--- src/rtl/stopwatch_key_ctrl_pkg.sv ---
`default_nettype none
// ============================================================================
// Module      : stopwatch_key_ctrl_pkg
// Description : Shared state encodings, default debounce settings and the
//               press-pulse bundle for the stopwatch key controller.
// Revision    : 1.0 - initial release
// ============================================================================
package stopwatch_key_ctrl_pkg;

    localparam logic [1:0] ST_IDLE  = 2'b00;
    localparam logic [1:0] ST_RUN   = 2'b01;
    localparam logic [1:0] ST_PAUSE = 2'b10;

    // 20 ms of stable level at a 50 MHz system clock
    localparam int DB_CYCLES_DEFAULT = 1000000;
    localparam int DB_W_DEFAULT      = 20;

    typedef struct packed {
        logic start;
        logic clear;
        logic lap;
    } key_press_t;

endpackage : stopwatch_key_ctrl_pkg
`default_nettype wire

--- src/rtl/stopwatch_key_ctrl_key_debounce.sv ---
`default_nettype none
// ============================================================================
// Module      : key_debounce
// Description : Two-flop synchroniser, stable-level debounce counter and
//               one-cycle press pulse for a single active-low push-button.
// Revision    : 1.0 - initial release
// ============================================================================
module key_debounce
    import stopwatch_key_ctrl_pkg::*;
#(
    parameter int DB_CYCLES = DB_CYCLES_DEFAULT,
    parameter int DB_W      = DB_W_DEFAULT
) (
    input  logic clk,
    input  logic rst,
    input  logic key_n,
    output logic press
);

    localparam logic [DB_W-1:0] c_LAST = DB_W'(DB_CYCLES - 1);

    logic            r_sync1;
    logic            r_sync2;
    logic [DB_W-1:0] r_cnt;
    logic            r_level;
    logic            r_last;

    always_ff @(posedge clk or posedge rst) begin
        if (rst) begin
            r_sync1 <= 1'b1;
            r_sync2 <= 1'b1;
            r_cnt   <= '0;
            r_level <= 1'b1;
            r_last  <= 1'b1;
        end else begin
            r_sync1 <= key_n;
            r_sync2 <= r_sync1;
            r_last  <= r_level;
            // Any return to the accepted level restarts the stability window
            if (r_sync2 == r_level) begin
                r_cnt <= '0;
            end else if (r_cnt == c_LAST) begin
                r_level <= r_sync2;
                r_cnt   <= '0;
            end else begin
                r_cnt <= r_cnt + 1'b1;
            end
        end
    end

    // Only the released-to-pressed edge of the accepted level is reported
    assign press = r_last & ~r_level;

endmodule : key_debounce
`default_nettype wire

--- src/rtl/stopwatch_key_ctrl.sv ---
`default_nettype none
// ============================================================================
// Module      : stopwatch_key_ctrl
// Description : Debounces START/STOP, CLEAR and LAP keys and runs the
//               stopwatch run-control FSM (count enable, clear, lap hold).
// Revision    : 1.0 - initial release
// ============================================================================
module stopwatch_key_ctrl
    import stopwatch_key_ctrl_pkg::*;
#(
    parameter int DB_CYCLES = DB_CYCLES_DEFAULT,
    parameter int DB_W      = DB_W_DEFAULT
) (
    input  logic       clk,
    input  logic       rst,
    input  logic       key_start_n,
    input  logic       key_clear_n,
    input  logic       key_lap_n,
    output logic       run_en,
    output logic       clr_pulse,
    output logic       lap_hold,
    output logic [1:0] state
);

    key_press_t w_press;

    key_debounce #(.DB_CYCLES(DB_CYCLES), .DB_W(DB_W)) u_db_start (
        .clk   (clk),
        .rst   (rst),
        .key_n (key_start_n),
        .press (w_press.start)
    );

    key_debounce #(.DB_CYCLES(DB_CYCLES), .DB_W(DB_W)) u_db_clear (
        .clk   (clk),
        .rst   (rst),
        .key_n (key_clear_n),
        .press (w_press.clear)
    );

    key_debounce #(.DB_CYCLES(DB_CYCLES), .DB_W(DB_W)) u_db_lap (
        .clk   (clk),
        .rst   (rst),
        .key_n (key_lap_n),
        .press (w_press.lap)
    );

    logic [1:0] r_state;
    logic       r_run_en;
    logic       r_clr_pulse;
    logic       r_lap_hold;

    logic [1:0] w_state_nxt;
    logic       w_clr_nxt;
    logic       w_lap_nxt;

    // Priority inside each state resolves simultaneous presses
    always_comb begin
        w_state_nxt = r_state;
        w_clr_nxt   = 1'b0;
        w_lap_nxt   = r_lap_hold;
        case (r_state)
            ST_IDLE: begin
                if (w_press.clear) begin
                    w_clr_nxt = 1'b1;
                end else if (w_press.start) begin
                    w_state_nxt = ST_RUN;
                end
            end
            ST_RUN: begin
                if (w_press.start) begin
                    w_state_nxt = ST_PAUSE;
                    w_lap_nxt   = 1'b0;
                end else if (w_press.lap) begin
                    w_lap_nxt = ~r_lap_hold;
                end
            end
            ST_PAUSE: begin
                if (w_press.clear) begin
                    w_state_nxt = ST_IDLE;
                    w_clr_nxt   = 1'b1;
                end else if (w_press.start) begin
                    w_state_nxt = ST_RUN;
                end
            end
            default: begin
                w_state_nxt = ST_IDLE;
                w_lap_nxt   = 1'b0;
            end
        endcase
    end

    always_ff @(posedge clk or posedge rst) begin
        if (rst) begin
            r_state     <= ST_IDLE;
            r_run_en    <= 1'b0;
            r_clr_pulse <= 1'b0;
            r_lap_hold  <= 1'b0;
        end else begin
            r_state     <= w_state_nxt;
            r_run_en    <= (w_state_nxt == ST_RUN);
            r_clr_pulse <= w_clr_nxt;
            r_lap_hold  <= w_lap_nxt;
        end
    end

    assign state     = r_state;
    assign run_en    = r_run_en;
    assign clr_pulse = r_clr_pulse;
    assign lap_hold  = r_lap_hold;

endmodule : stopwatch_key_ctrl
`default_nettype wire

--- config.mk ---
export PLATFORM = sky130hd
export DESIGN_NAME = stopwatch_key_ctrl
export DESIGN_NICKNAME = d
export VERILOG_FILES = /design/src/rtl/stopwatch_key_ctrl_pkg.sv /design/src/rtl/stopwatch_key_ctrl_key_debounce.sv /design/src/rtl/stopwatch_key_ctrl.sv
export SDC_FILE = /design/constraint.sdc
export NUM_CORES = 1
export LEC_CHECK = 0
export ABC_AREA = 1
export CAP_MARGIN = 10
export CORE_ASPECT_RATIO = 1.5
export CORE_UTILIZATION = 45
export DETAILED_ROUTE_END_ITERATION = 12
export PLACE_DENSITY = 0.68
export SKIP_CTS_REPAIR_TIMING = 1
export SLEW_MARGIN = 15
export SYNTH_ARGS = -nofsm -noshare
export SYNTH_HDL_FRONTEND = slang
export SYNTH_SLANG_ARGS = --single-unit
--- constraint.sdc ---
create_clock -name clk -period 4.1 [get_ports clk]
set_input_delay 0.41 -clock clk [delete_from_list [all_inputs] [get_ports clk]]
set_output_delay 0.41 -clock clk [all_outputs]
set_load 0.02 [all_outputs]
==> impl_summary.md <==
CTS
The longest clock path from root to sink contains 2 buffers. The post-CTS clock slew at the launch and capture registers of the worst setup and hold paths is 0.06 ns. TritonCTS built the clock tree. Buffers inserted during clock tree synthesis total 9.

The root buffer cell is sky130_fd_sc_hd__clkbuf_16. The tree built by TritonCTS fans out to 77 sinks. The clock latency on the worst-skew pair is 0.33 ns. The maximum level of the CTS H-tree is 3.

Route
Dividing the detail-routed via count by the number of cells gives 5.07. The final wirelength is 8340 um. The total number of vias is 3346. After the first detailed-routing iteration, the DRC count stood at 201. The number of remaining DRC errors is 0. The average wire length per cell after detail routing is 12.6 um. The remaining number of nets flagged by the antenna check after routing is 0. The first detailed-routing pass ran for 4 iterations.

Worst setup path
The sort of element at the start of the critical path is a register. The critical path launch point is state[0]. The startpoint identified for the worst register-to-register timing path is u_db_clear.r_level. The critical-path maximum fanout is 7. In this run the critical register-to-register path is captured at u_db_clear.r_cnt[18]. The cell family contributing the most delay on the critical path is buffers and inverters. STA classifies the critical path endpoint as an output pin. The endpoint of the most critical setup path is state[0]. At the worst endpoint, the required time is 3.69 ns.

In this run the number of cells on the critical path is 1. The biggest cell delay along the critical path is 0.67 ns. The combined buffer and inverter count along the critical path is 1. The worst reg-to-reg setup slack is 2.41 ns. Measured in cells, the most critical reg-to-reg path has a length of 4. The critical path is of the reg2out type. The arrival time reported for the critical path endpoint is 1.44 ns. Among all stages on the critical path, the largest delay is contributed by sky130_fd_sc_hd__clkdlybuf4s50_1. Traced cell by cell, the critical path runs through clkdlybuf4s50_1.

Pwr
In this run the static leakage power is 1.91 nW. The total power density per cell area is 330 nW/um^2. IR analysis of the VDD net gives a maximum drop of 0.000262 V.

Synthesis
The library cell with the largest summed area after synthesis is sky130_fd_sc_hd__dfrtp_1. The number of instances in the synthesized netlist is 526. The synthesized netlist contains 26 unique library cells. The post-synthesis cell area is 4100 sq um. The share of synthesized area in the top cell type comes to 39.7%. After synthesis, the mean cell area works out to 7.80 sq um. By area the synthesized netlist is led by sky130_fd_sc_hd__dfrtp_1, sky130_fd_sc_hd__nor2_1, sky130_fd_sc_hd__nand2_1. By count the netlist is led by sky130_fd_sc_hd__nor2_1, sky130_fd_sc_hd__nand2_1, sky130_fd_sc_hd__dfrtp_1.

For this run, asynchronously set or reset flops after synthesis account for 100%. The total number of yosys warnings is 0. The register bit count reported by yosys is 77. The proportion of synthesized chip area in sequential cells is 47.4%. The most numerous cell in the Yosys netlist is sky130_fd_sc_hd__nor2_1. Synthesis produced a netlist with a net count of 534. The synthesized design contains 0 enable-type register cells. The most instantiated flip-flop cell in the synthesis netlist is sky130_fd_sc_hd__dfrtp_1.

Die
The top-level I/O count is 10. The number of standard-cell rows in the floorplan is 42. The die height is 119 um. The initial core utilization is 46.4%. The total area inside the core boundary comes to 8830 sq um.

The die covers 9510 sq um. Measured along the x axis, the die boundary spans 79.9 um.

GRT
The number of global-route vias before repair is 3229. The first global-routing pass estimated 14300 um of wire. The residual overflow from global routing is 0.

Entering global routing, the biggest net connects 58 pins. Global routing used 19.7% of the available tracks across all layers. The initial antenna violation count is 0.

Timing
The final critical-path required period is 1.85 ns. The normalized max-slew margin is 33.8%. Across the routed clock network, the largest skew measured is 0.00673 ns. Setup repair after global routing left no endpoint under its margin. Dividing the final minimum period by the clock period gives 45.1%. The max-slew violation count came to 0. The total setup violations reported at the end of the flow is 0. The peak clock frequency supported by timing is 0.540 GHz.

The total count of hold-check failures in the final report came to 0. In the final timing run, aggregate negative setup slack is 0 ns. The pin slew with the least headroom to its limit is 0.993 ns.

Placement
The placed wire-length estimate is 6290 um. The final RePlAce weighted congestion is 0.928. In this run, placement finished with an instance count of 644. The number of port buffers is 9.

Finish
The area added between synthesis and finish is 11.9%. 0 antenna diodes ended up in the layout. For this run, the number of standard cells in the final layout without fillers is 660. Of the cells placed in the final design, the portion with a size suffix greater than 1 is 12.5%. The layout net count is 553.

Worst hold path
The worst hold path belongs to the class reg2reg. The number of cells traversed by the worst hold path is 0.

Run status
The flow ran to the end, and the final reports show no timing, DRC or antenna violations.

Run
The number of maximum-capacitance violations is 0.
[cell type report]
type / instances / area, sq um
clock inverter: 3 / 15.0
inverter: 55 / 208
sequential: 77 / 1940
multi-input combinational: 391 / 1940
clock buffer: 13 / 240
timing repair buffer: 11 / 105
tap: 110 / 138
fill: 878 / 4240
[layout by cell type, fill, tap and decap left out, types with 5 or more instances in the layout]
cell type	instances
sky130_fd_sc_hd__a21oi_1	10
sky130_fd_sc_hd__clkbuf_16	9
sky130_fd_sc_hd__clkdlybuf4s50_1	9
sky130_fd_sc_hd__dfrtp_1	65
sky130_fd_sc_hd__dfstp_2	12
sky130_fd_sc_hd__inv_1	53
sky130_fd_sc_hd__nand2_1	97
sky130_fd_sc_hd__nand2_2	12
sky130_fd_sc_hd__nand3_1	38
sky130_fd_sc_hd__nand3_2	6
sky130_fd_sc_hd__nand4_1	13
sky130_fd_sc_hd__nor2_1	133
sky130_fd_sc_hd__nor2_2	19
sky130_fd_sc_hd__nor3_1	7
sky130_fd_sc_hd__o21ai_0	5
sky130_fd_sc_hd__xnor2_1	13
sky130_fd_sc_hd__xor2_1	18
[metal layers]
layer | vias to the layer above | part of all wire [%] | global-route usage, %
li1 | 1695 | - | -
met1 | 1576 | 42 | 22.9
met2 | 59 | 52 | 33.7
met3 | 16 | 4.0 | 5.29
met4 | 0 | 2.2 | 8.37
met5 | - | 0 | 0
[where the power goes]
part	switching, mW	leakage (nW)	internal, mW
combinational	0.0352	0.761	0.0147
sequential	0.00701	1.03	0.773
clock	0.277	0.127	0.407
total	0.319	1.91	1.19
[cells by family after synthesis]
group | share of synthesized area [%]
buffers and inverters | 5.34
XOR/XNOR | 6.62
AO/OA/AOI/OAI | 3.30
AND/OR/NAND/NOR | 36.5
adder cells (fa/ha/maj) | 0.916
flip-flops | 47.4
[how the worst min path moves through the flow]
stage	slack, ns	start	to
floorplan	0.35	u_db_clear.r_sync1	u_db_clear.r_sync2
global placement	0.35	u_db_start.r_sync1	u_db_start.r_sync2
detailed placement	0.35	u_db_lap.r_sync1	u_db_lap.r_sync2
global route	0.36	u_db_lap.r_sync1	u_db_lap.r_sync2
finish	0.36	u_db_lap.r_sync1	u_db_lap.r_sync2
CTS	0.36	u_db_lap.r_sync1	u_db_lap.r_sync2
[registers in the layout, summed over array words and instances, names as in the netlist]
signal              cells
u_db_lap.r_sync2        1
u_db_lap.r_sync1        1
u_db_start.r_last       1
u_db_start.r_sync2      1
u_db_clear.r_sync1      1
u_db_lap.r_cnt         20
u_db_start.r_level      1
u_db_clear.r_sync2      1
u_db_start.r_cnt       20
lap_hold                1
u_db_lap.r_last         1
u_db_clear.r_level      1
state                   2
u_db_clear.r_last       1
run_en                  1
u_db_clear.r_cnt       20
clr_pulse               1
u_db_lap.r_level        1
u_db_start.r_sync1      1
[through the flow]
stage	worst slack [ns]	power (mW)	hold WS [ns]	utilization, %	cell area [sq um]
final	2.25	1.51	0.356	52.0	4590
after global routing	2.19	1.58	0.358	52.0	4590
after CTS	2.23	1.54	0.357	52.0	4590
after detailed placement	2.20	0.846	0.350	49.1	4330
after global placement	2.21	0.844	0.348	49.1	4330
after floorplan	1.74	0.827	0.345	-	4100
(Power assumes the default switching activity.)
